$ cat src/rtl/product_accumulator.sv
// Packet accumulator downstream of the multiplier: sums extended products per packet
// and holds one registered result. Optional clamping via PRODUCT_ACCUMULATOR_SATURATE_EN.
//
// state   | meaning
// ST_ACC  | accepting products, building the packet sum
// ST_HOLD | result presented downstream, upstream stalled
module product_accumulator #(
  parameter int unsigned N     = 8,
  parameter int unsigned ACC_W = 2*N+8
) (
  input  logic             clk_i,
  input  logic             rst_n_i,
  input  logic             up_vld_i,
  output logic             up_rdy_o,
  input  logic [2*N-1:0]   up_res_i,
  input  logic             up_signed_i,
  input  logic             up_last_i,
  output logic             down_vld_o,
  input  logic             down_rdy_i,
  output logic [ACC_W-1:0] down_sum_o,
  output logic [7:0]       down_cnt_o,
  output logic             down_ovf_o
);

  typedef enum logic {
    ST_ACC  = 1'b0,
    ST_HOLD = 1'b1
  } state_e;

  localparam logic [ACC_W-1:0] SMAX = {1'b0, {(ACC_W-1){1'b1}}};
  localparam logic [ACC_W-1:0] SMIN = {1'b1, {(ACC_W-1){1'b0}}};
  localparam logic [ACC_W-1:0] UMAX = {ACC_W{1'b1}};

  state_e             state_q, state_d;
  logic [ACC_W-1:0]   acc_q, acc_d;
  logic [7:0]         cnt_q, cnt_d;
  logic               ovf_q, ovf_d;
  logic               mode_q, mode_d;
  logic [ACC_W-1:0]   sum_q, sum_d;
  logic [7:0]         ocnt_q, ocnt_d;
  logic               oovf_q, oovf_d;

  logic               beat;
  logic               mode_eff;
  logic [ACC_W-1:0]   ext;
  logic [ACC_W:0]     sum_wide;
  logic               ovf_now;
  logic [ACC_W-1:0]   acc_next;
  logic [7:0]         cnt_next;
  logic               ovf_next;

  assign up_rdy_o   = (state_q == ST_ACC);
  assign down_vld_o = (state_q == ST_HOLD);
  assign down_sum_o = sum_q;
  assign down_cnt_o = ocnt_q;
  assign down_ovf_o = oovf_q;

  assign beat = up_vld_i && up_rdy_o;

  // Mode comes from the live input only on the first beat of a packet.
  always_comb begin
    mode_eff = (cnt_q == 8'd0) ? up_signed_i : mode_q;
    ext      = mode_eff ? ACC_W'($signed(up_res_i)) : ACC_W'(up_res_i);
    sum_wide = {1'b0, acc_q} + {1'b0, ext};
    if (mode_eff) begin
      ovf_now = (acc_q[ACC_W-1] == ext[ACC_W-1]) &&
                (sum_wide[ACC_W-1] != acc_q[ACC_W-1]);
    end else begin
      ovf_now = sum_wide[ACC_W];
    end
    ovf_next = ovf_q | ovf_now;
    cnt_next = (cnt_q == 8'hFF) ? cnt_q : cnt_q + 8'd1;
`ifdef PRODUCT_ACCUMULATOR_SATURATE_EN
    // Once clamped, the sticky flag freezes the accumulator for the rest of the packet.
    if (ovf_q) begin
      acc_next = acc_q;
    end else if (ovf_now) begin
      if (mode_eff) begin
        acc_next = acc_q[ACC_W-1] ? SMIN : SMAX;
      end else begin
        acc_next = UMAX;
      end
    end else begin
      acc_next = sum_wide[ACC_W-1:0];
    end
`else
    acc_next = sum_wide[ACC_W-1:0];
`endif
  end

  always_comb begin
    state_d = state_q;
    acc_d   = acc_q;
    cnt_d   = cnt_q;
    ovf_d   = ovf_q;
    mode_d  = mode_q;
    sum_d   = sum_q;
    ocnt_d  = ocnt_q;
    oovf_d  = oovf_q;
    case (state_q)
      ST_ACC: begin
        if (beat) begin
          if (up_last_i) begin
            sum_d   = acc_next;
            ocnt_d  = cnt_next;
            oovf_d  = ovf_next;
            acc_d   = '0;
            cnt_d   = 8'd0;
            ovf_d   = 1'b0;
            mode_d  = 1'b0;
            state_d = ST_HOLD;
          end else begin
            acc_d  = acc_next;
            cnt_d  = cnt_next;
            ovf_d  = ovf_next;
            mode_d = mode_eff;
          end
        end
      end
      ST_HOLD: begin
        if (down_rdy_i) begin
          state_d = ST_ACC;
        end
      end
      default: state_d = ST_ACC;
    endcase
  end

  always_ff @(posedge clk_i or negedge rst_n_i) begin
    if (!rst_n_i) begin
      state_q <= ST_ACC;
      acc_q   <= '0;
      cnt_q   <= 8'd0;
      ovf_q   <= 1'b0;
      mode_q  <= 1'b0;
      sum_q   <= '0;
      ocnt_q  <= 8'd0;
      oovf_q  <= 1'b0;
    end else begin
      state_q <= state_d;
      acc_q   <= acc_d;
      cnt_q   <= cnt_d;
      ovf_q   <= ovf_d;
      mode_q  <= mode_d;
      sum_q   <= sum_d;
      ocnt_q  <= ocnt_d;
      oovf_q  <= oovf_d;
    end
  end

endmodule

$ cat config.mk
export PLATFORM = sky130hd
export DESIGN_NAME = product_accumulator
export DESIGN_NICKNAME = d
export VERILOG_FILES = /design/src/rtl/product_accumulator.sv
export SDC_FILE = /design/constraint.sdc
export NUM_CORES = 1
export LEC_CHECK = 0
export ABC_AREA = 1
export BUFFER_PORTS_ARGS = -buffer_cell sky130_fd_sc_hd__buf_2
export CAP_MARGIN = 20
export CORE_AREA = 2 2 92 94
export CTS_BUF_LIST = sky130_fd_sc_hd__clkbuf_8 sky130_fd_sc_hd__clkbuf_16
export CTS_CLUSTER_DIAMETER = 80
export DETAILED_ROUTE_END_ITERATION = 6
export DIE_AREA = 0 0 94 96
export GPL_ROUTABILITY_DRIVEN = 0
export PLACE_DENSITY = 0.77
export SLEW_MARGIN = 20
export SYNTH_ARGS = -nofsm -noshare
export SYNTH_HDL_FRONTEND = slang
export SYNTH_SLANG_ARGS = --single-unit
$ cat constraint.sdc
create_clock -name clk_i -period 4.5 [get_ports clk_i]
set_input_delay 0.45 -clock clk_i [delete_from_list [all_inputs] [get_ports clk_i]]
set_output_delay 0.45 -clock clk_i [all_outputs]
set_load 0.02 [all_outputs]
Yosys cells after proc, flatten, opt, wreduce, memory -nomap -nowiden
Cells that the tools add are included.
- add/subtract/negate cells: 2
- bitwise logic cells: 2
- reductions and logical operators: 5
- equality and inequality tests: 3
- muxes and demuxes: 12
- operator list (kind ; number):
    24-bit 2-to-1 mux ; 2
    24-bit by 24-bit adder with 25-bit output ; 1
    8-bit 2-to-1 mux ; 2
    8-bit by 1-bit adder with 8-bit output (second input constant) ; 1
    8-bit == test (second input constant) ; 1
    8-bit logical NOT ; 1
    1-bit 2-to-1 mux ; 7
    3-bit AND reduction ; 1
    1-bit logical AND ; 2
    1-bit case mux with 2 select lines ; 1
    2-bit AND reduction ; 1
    1-bit == test ; 1
    1-bit != test ; 1
    1-bit NOT ; 1
    1-bit OR ; 1
- word-level logic and storage cells: 32
- output and inout port bits: 35
- input port bits: 22
- register bits: 68

Depth between registers and ports, before layout
- depth in word-level cells: 9
- gate-level depth with buffers: 19
- mapped depth without buffers: 19

Least setup slack after synthesis
No wires, ideal clock.
- path type: input to register
- start: input port up_res_i[0]
- end: register acc_q[18]
- stages on the path: 13
- path buffers: 0
- data required time: 4359 ps
- path slack: 2201 ps
- arrival time: 2157 ps
- setup time: 141 ps
- path through: ha_1 > fa_1 > nand2_1 > inv_1 > nand2_1 > nand2_1 > a21oi_1 > o211ai_1 > a21oi_1 > nor2_1 > nor2_1 > xnor2_1 > o22ai_1
- cells in the longest elaborated chain, start to end: 3
- RTL lines (what ; RTL line ; RTL):
    start, declared ; 15 ; input logic [2*N-1:0] up_res_i,
    24-bit 2-to-1 mux ; 63 ; ext = mode_eff ? ACC_W'($signed(up_res_i)) : ACC_W'(up_res_i);
    24-bit by 24-bit adder with 25-bit output ; 64 ; sum_wide = {1'b0, acc_q} + {1'b0, ext};
    24-bit 2-to-1 mux ; 103 ; if (up_last_i) begin
    end signal, assigned ; 132 ; acc_q <= '0;
    end signal, assigned ; 141 ; acc_q <= acc_d;
    end, declared ; 35 ; logic [ACC_W-1:0] acc_q, acc_d;
No other way between the ends.
A chain may end at the register's enable or synchronous reset.

Worst setup path in the final report
- start: register acc_q[0]
- end: register acc_q[18]
- cells in the longest elaborated chain, start to end: 2
- RTL lines (what ; RTL line):
    24-bit by 24-bit adder with 25-bit output ; 64
    24-bit 2-to-1 mux ; 103
No other way between the ends.

==> impl_summary.md <==
Status
The flow ran to the end, and the final reports show no timing, DRC or antenna violations.

Cells and area
Cells with a size suffix above 1 make up between 10% and 20% of the layout. 0 antenna diodes ended up in the layout. After the last flow step, the layout net total stands at 587.

The signed area change from the synthesized netlist to the final layout is 15.7%. The filler cell count in the final layout is 756.

Logic synthesis
Yosys mapped the design onto 34 distinct sky130hd cell types. A synthesized cell averages 8.01 um2. The number of instances in the synthesized netlist is 488. The count of yosys warnings during synthesis is 0. In this run the cell area of the synthesized design comes to 0.00391 mm2. The share of the yosys chip area belonging to registers is 43.5%. The synthesized design contains roughly 70 register bits. The total nets after synthesis is about 530.

Critical path
The critical path goes through ha_1 > fa_1 > nand2_1 > inv_1 > nand2_1 > nand2_1 > a21oi_1 > o211ai_1 > a21oi_1 > nor2_1 > nor2_1 > xnor2_1 > o22ai_1. The kind of start point of the critical path is a flip-flop. For flop-to-flop paths, the worst setup slack is 1.88 ns. The startpoint of the worst register-to-register path is acc_q[0]. The critical path in this run is classified as reg -> reg. The family with the most delay on the worst path is compound AO/OA/AOI/OAI gates. For the worst setup path, the data required time is 4.67 ns. The worst setup path is captured at a flip-flop. The total buffers and inverters traversed by the critical path is 1.

The maximum net fanout on the critical path is 3. The most frequent cell on the critical path is sky130_fd_sc_hd__nand2_1. The standard cell with the maximum stage delay on the critical path is sky130_fd_sc_hd__fa_1.

The delay of the slowest critical-path stage is 0.40 ns. The number of cell instances on the worst register-to-register path is 13. The worst endpoint data arrival time is 2.79 ns. The endpoint identified for the worst register-to-register timing path is acc_q[18].

Timing
The setup slack after layout is 1.88 ns. In this run the tightest slew margin relative to its limit is 34.6%. The achievable clock frequency is 381 MHz. Setup violations remaining at the end of the flow were counted as 0. Setup repair after global routing left no endpoint under its margin.

The final worst-path cycle share is 58.3%. The setup TNS is 0 ns. The maximum clock skew at final layout is about 0.012 ns. At the pin with the least slew margin, the transition time is 0.980 ns. Counting I/O delays and the setup requirement, the final critical path takes between 2 and 3 ns. The number of hold violations in the final report was 0. The max-slew violation total from the final report is 0.

Hold path
The path class of the tightest hold or removal check is in -> async.

Global routing
For this run the aggregate overflow at the end of global routing stands at 0. The first global-routing pass estimated 15200 um of wire. The routing usage on met3 is 4.86%. The layer flagged by global routing as most heavily used is met2. The routing usage on met1 is 25.9%. The initial antenna violation count came to 0.

The number of global-route vias before repair is 3347. The met2 demand-to-capacity share in global routing is approximately 38%. In the global route stage, overall resource usage came out at 21.5%. Entering global routing, the biggest net connects 65 pins.

Floorplanning
The core outline area is 0.00805 mm2. The horizontal extent of the die is 94 um. The initialized floorplan defines 33 standard-cell rows. 57 I/O pins were placed. The floorplan die area is 0.00902 mm2.

The effective utilization at floorplan is 48.5%. The y dimension of the die is 96 um.

CTS
The maximum level of the CTS H-tree is 3. The clock buffer count from CTS is 9. The clock tree root buffer cell is sky130_fd_sc_hd__clkbuf_8. The clock net in this run drives a total of 68 sinks. The insertion delay to the later sink of the worst-skew pair is 0.35 ns. TritonCTS built the clock tree. The number of gates resized after CTS is 0. Clock-pin slew was measured on the worst setup and hold paths at 0.08 ns. Buffers added to address setup during post-CTS repair amount to 0. The number of hold buffers added after cts is 0. The longest clock path from root to sink contains 2 buffers.

Detailed routing
Dividing the detail-routed via count by the number of cells gives 5.16. The violation count after the first detailed-route iteration is about 130. The first detailed-routing pass ran for 4 iterations. The via total after detailed routing is approximately 3400.

The average detailed-routed wire length per instance is ~14 um. After detailed routing, the number of remaining DRC violations is 0. The final wirelength is 8890 um. The count of nets left with antenna violations after detail routing is 0.

Run
Max-cap violations in this run came to 0.

Place
The number of port buffers is 56. The HPWL after detailed placement is 6440 um. The post-placement setup slack is 1.74 ns.

Pwr
Power spread over the standard cell area amounts to 660 mW/mm2. IR analysis of the VDD net gives a maximum drop of 492 uV. The leakage power is approximately 2.3 nW.
power by group:
part           switching, mW  internal (mW)  total, mW
combinational          0.925          0.490       1.41
clock                  0.246          0.367      0.614
sequential             0.132          0.823      0.955
through the flow:
step / hold slack [ns] / utilization [%] / instance area [um2] / instances / total power, mW
after global placement: 0.460 / 53.2 / 4280 / 638 / 2.33
after detailed placement: 0.460 / 53.2 / 4280 / 638 / 2.37
final: 0.218 / 56.2 / 4520 / 654 / 2.98
after floorplan: 0.154 / - / 3910 / 488 / 1.99
after CTS: 0.259 / 56.2 / 4520 / 654 / 3.00
after global routing: 0.294 / 56.2 / 4520 / 654 / 3.23
logic make-up (layout without fill, tap and decap cells):
| logic type | count (synthesis) | count (layout) | synth area share, % |
|---|---|---|---|
| flip-flops | 68 | 68 | 43.5 |
| adder cells (fa/ha/maj) | 21 | 21 | 6.91 |
| XOR/XNOR | 22 | 22 | 4.93 |
| AO/OA/AOI/OAI | 111 | 111 | 15.3 |
| AND/OR/NAND/NOR | 199 | 199 | 22.9 |
| buffers and inverters | 67 | 128 | 6.43 |
how the worst max path moves through the flow:
stage	start	to	slack, ns	cells past startpoint
global route	acc_q[0]	down_sum_o[18]	1.67	13
CTS	acc_q[0]	acc_q[18]	1.90	13
detailed placement	up_res_i[0]	acc_q[18]	1.74	14
global placement	up_res_i[0]	down_sum_o[18]	1.88	14
finish	acc_q[0]	acc_q[18]	1.88	13
floorplan	up_res_i[0]	acc_q[18]	2.20	13
Yosys cell counts:
library cell,number,area (um2)
sky130_fd_sc_hd__a22o_1,1,8.76
sky130_fd_sc_hd__clkinv_1,1,3.75
sky130_fd_sc_hd__a21oi_1,22,110
sky130_fd_sc_hd__xor2_1,13,114
sky130_fd_sc_hd__a21oi_2,1,8.76
sky130_fd_sc_hd__inv_2,7,26.3
sky130_fd_sc_hd__ha_1,20,250
sky130_fd_sc_hd__nand2_4,1,11.3
sky130_fd_sc_hd__o21bai_1,2,15.0
sky130_fd_sc_hd__dfrtp_1,68,1700
sky130_fd_sc_hd__a21o_1,1,7.51
sky130_fd_sc_hd__nand4_1,2,12.5
sky130_fd_sc_hd__nand3_2,5,50.1
sky130_fd_sc_hd__fa_1,1,20.0
sky130_fd_sc_hd__nand2_1,118,443
sky130_fd_sc_hd__nor2_2,1,6.26
sky130_fd_sc_hd__nor2_1,26,97.6
sky130_fd_sc_hd__nand3_1,27,135
sky130_fd_sc_hd__o22ai_1,13,81.3
sky130_fd_sc_hd__nor3_2,1,10.0
sky130_fd_sc_hd__o41ai_1,1,8.76
sky130_fd_sc_hd__nor3_1,4,20.0
sky130_fd_sc_hd__clkbuf_1,12,45.0
sky130_fd_sc_hd__xnor2_1,9,78.8
sky130_fd_sc_hd__o21a_1,1,7.51
sky130_fd_sc_hd__o211ai_1,1,7.51
sky130_fd_sc_hd__nor4_1,1,6.26
sky130_fd_sc_hd__inv_1,47,176
sky130_fd_sc_hd__o21ai_0,59,295
sky130_fd_sc_hd__nand3_4,1,17.5
sky130_fd_sc_hd__o21ai_1,8,40.0
sky130_fd_sc_hd__nor2_4,2,22.5
sky130_fd_sc_hd__o31ai_1,1,7.51
sky130_fd_sc_hd__nand2_2,10,62.6
layout make-up:
type                       count  area [um2]  share of cell area, %
multi-input combinational    353        1960                   43.2
timing repair buffer          57         288                   6.36
clock inverter                 7         115                   2.55
tap                          105         131                   2.91
inverter                      55         206                   4.57
sequential                    68        1700                   37.6
clock buffer                   9         124                   2.74
sequential cells by signal, summed over array words and instances, names as in the netlist:
name / flops
acc_q: 24
down_vld_o: 1
ovf_q: 1
down_ovf_o: 1
cnt_q: 8
mode_q: 1
down_sum_o: 24
down_cnt_o: 8
routing by layer:
metal	up-vias	part of all wire [%]
li1	1714	-
met1	1570	44
met2	82	50
met3	11	4.1
met4	0	1.6
met5	-	0
cells in the final DEF, fill, tap and decap left out, drive strengths merged:
master	n
a21o	1
nand3	33
dfrtp	68
clkinvlp	1
o211ai	1
clkbuf	9
ha	20
o21ai	67
o21bai	2
a21oi	23
clkinv	2
o21a	1
xnor2	9
nor4	1
o31ai	1
inv	56
xor2	13
o22ai	13
bufinv	3
nor3	5
fa	1
o41ai	1
nand4	2
buf	57
nand2	129
a22o	1
nor2	29
(Power assumes the default switching activity.)
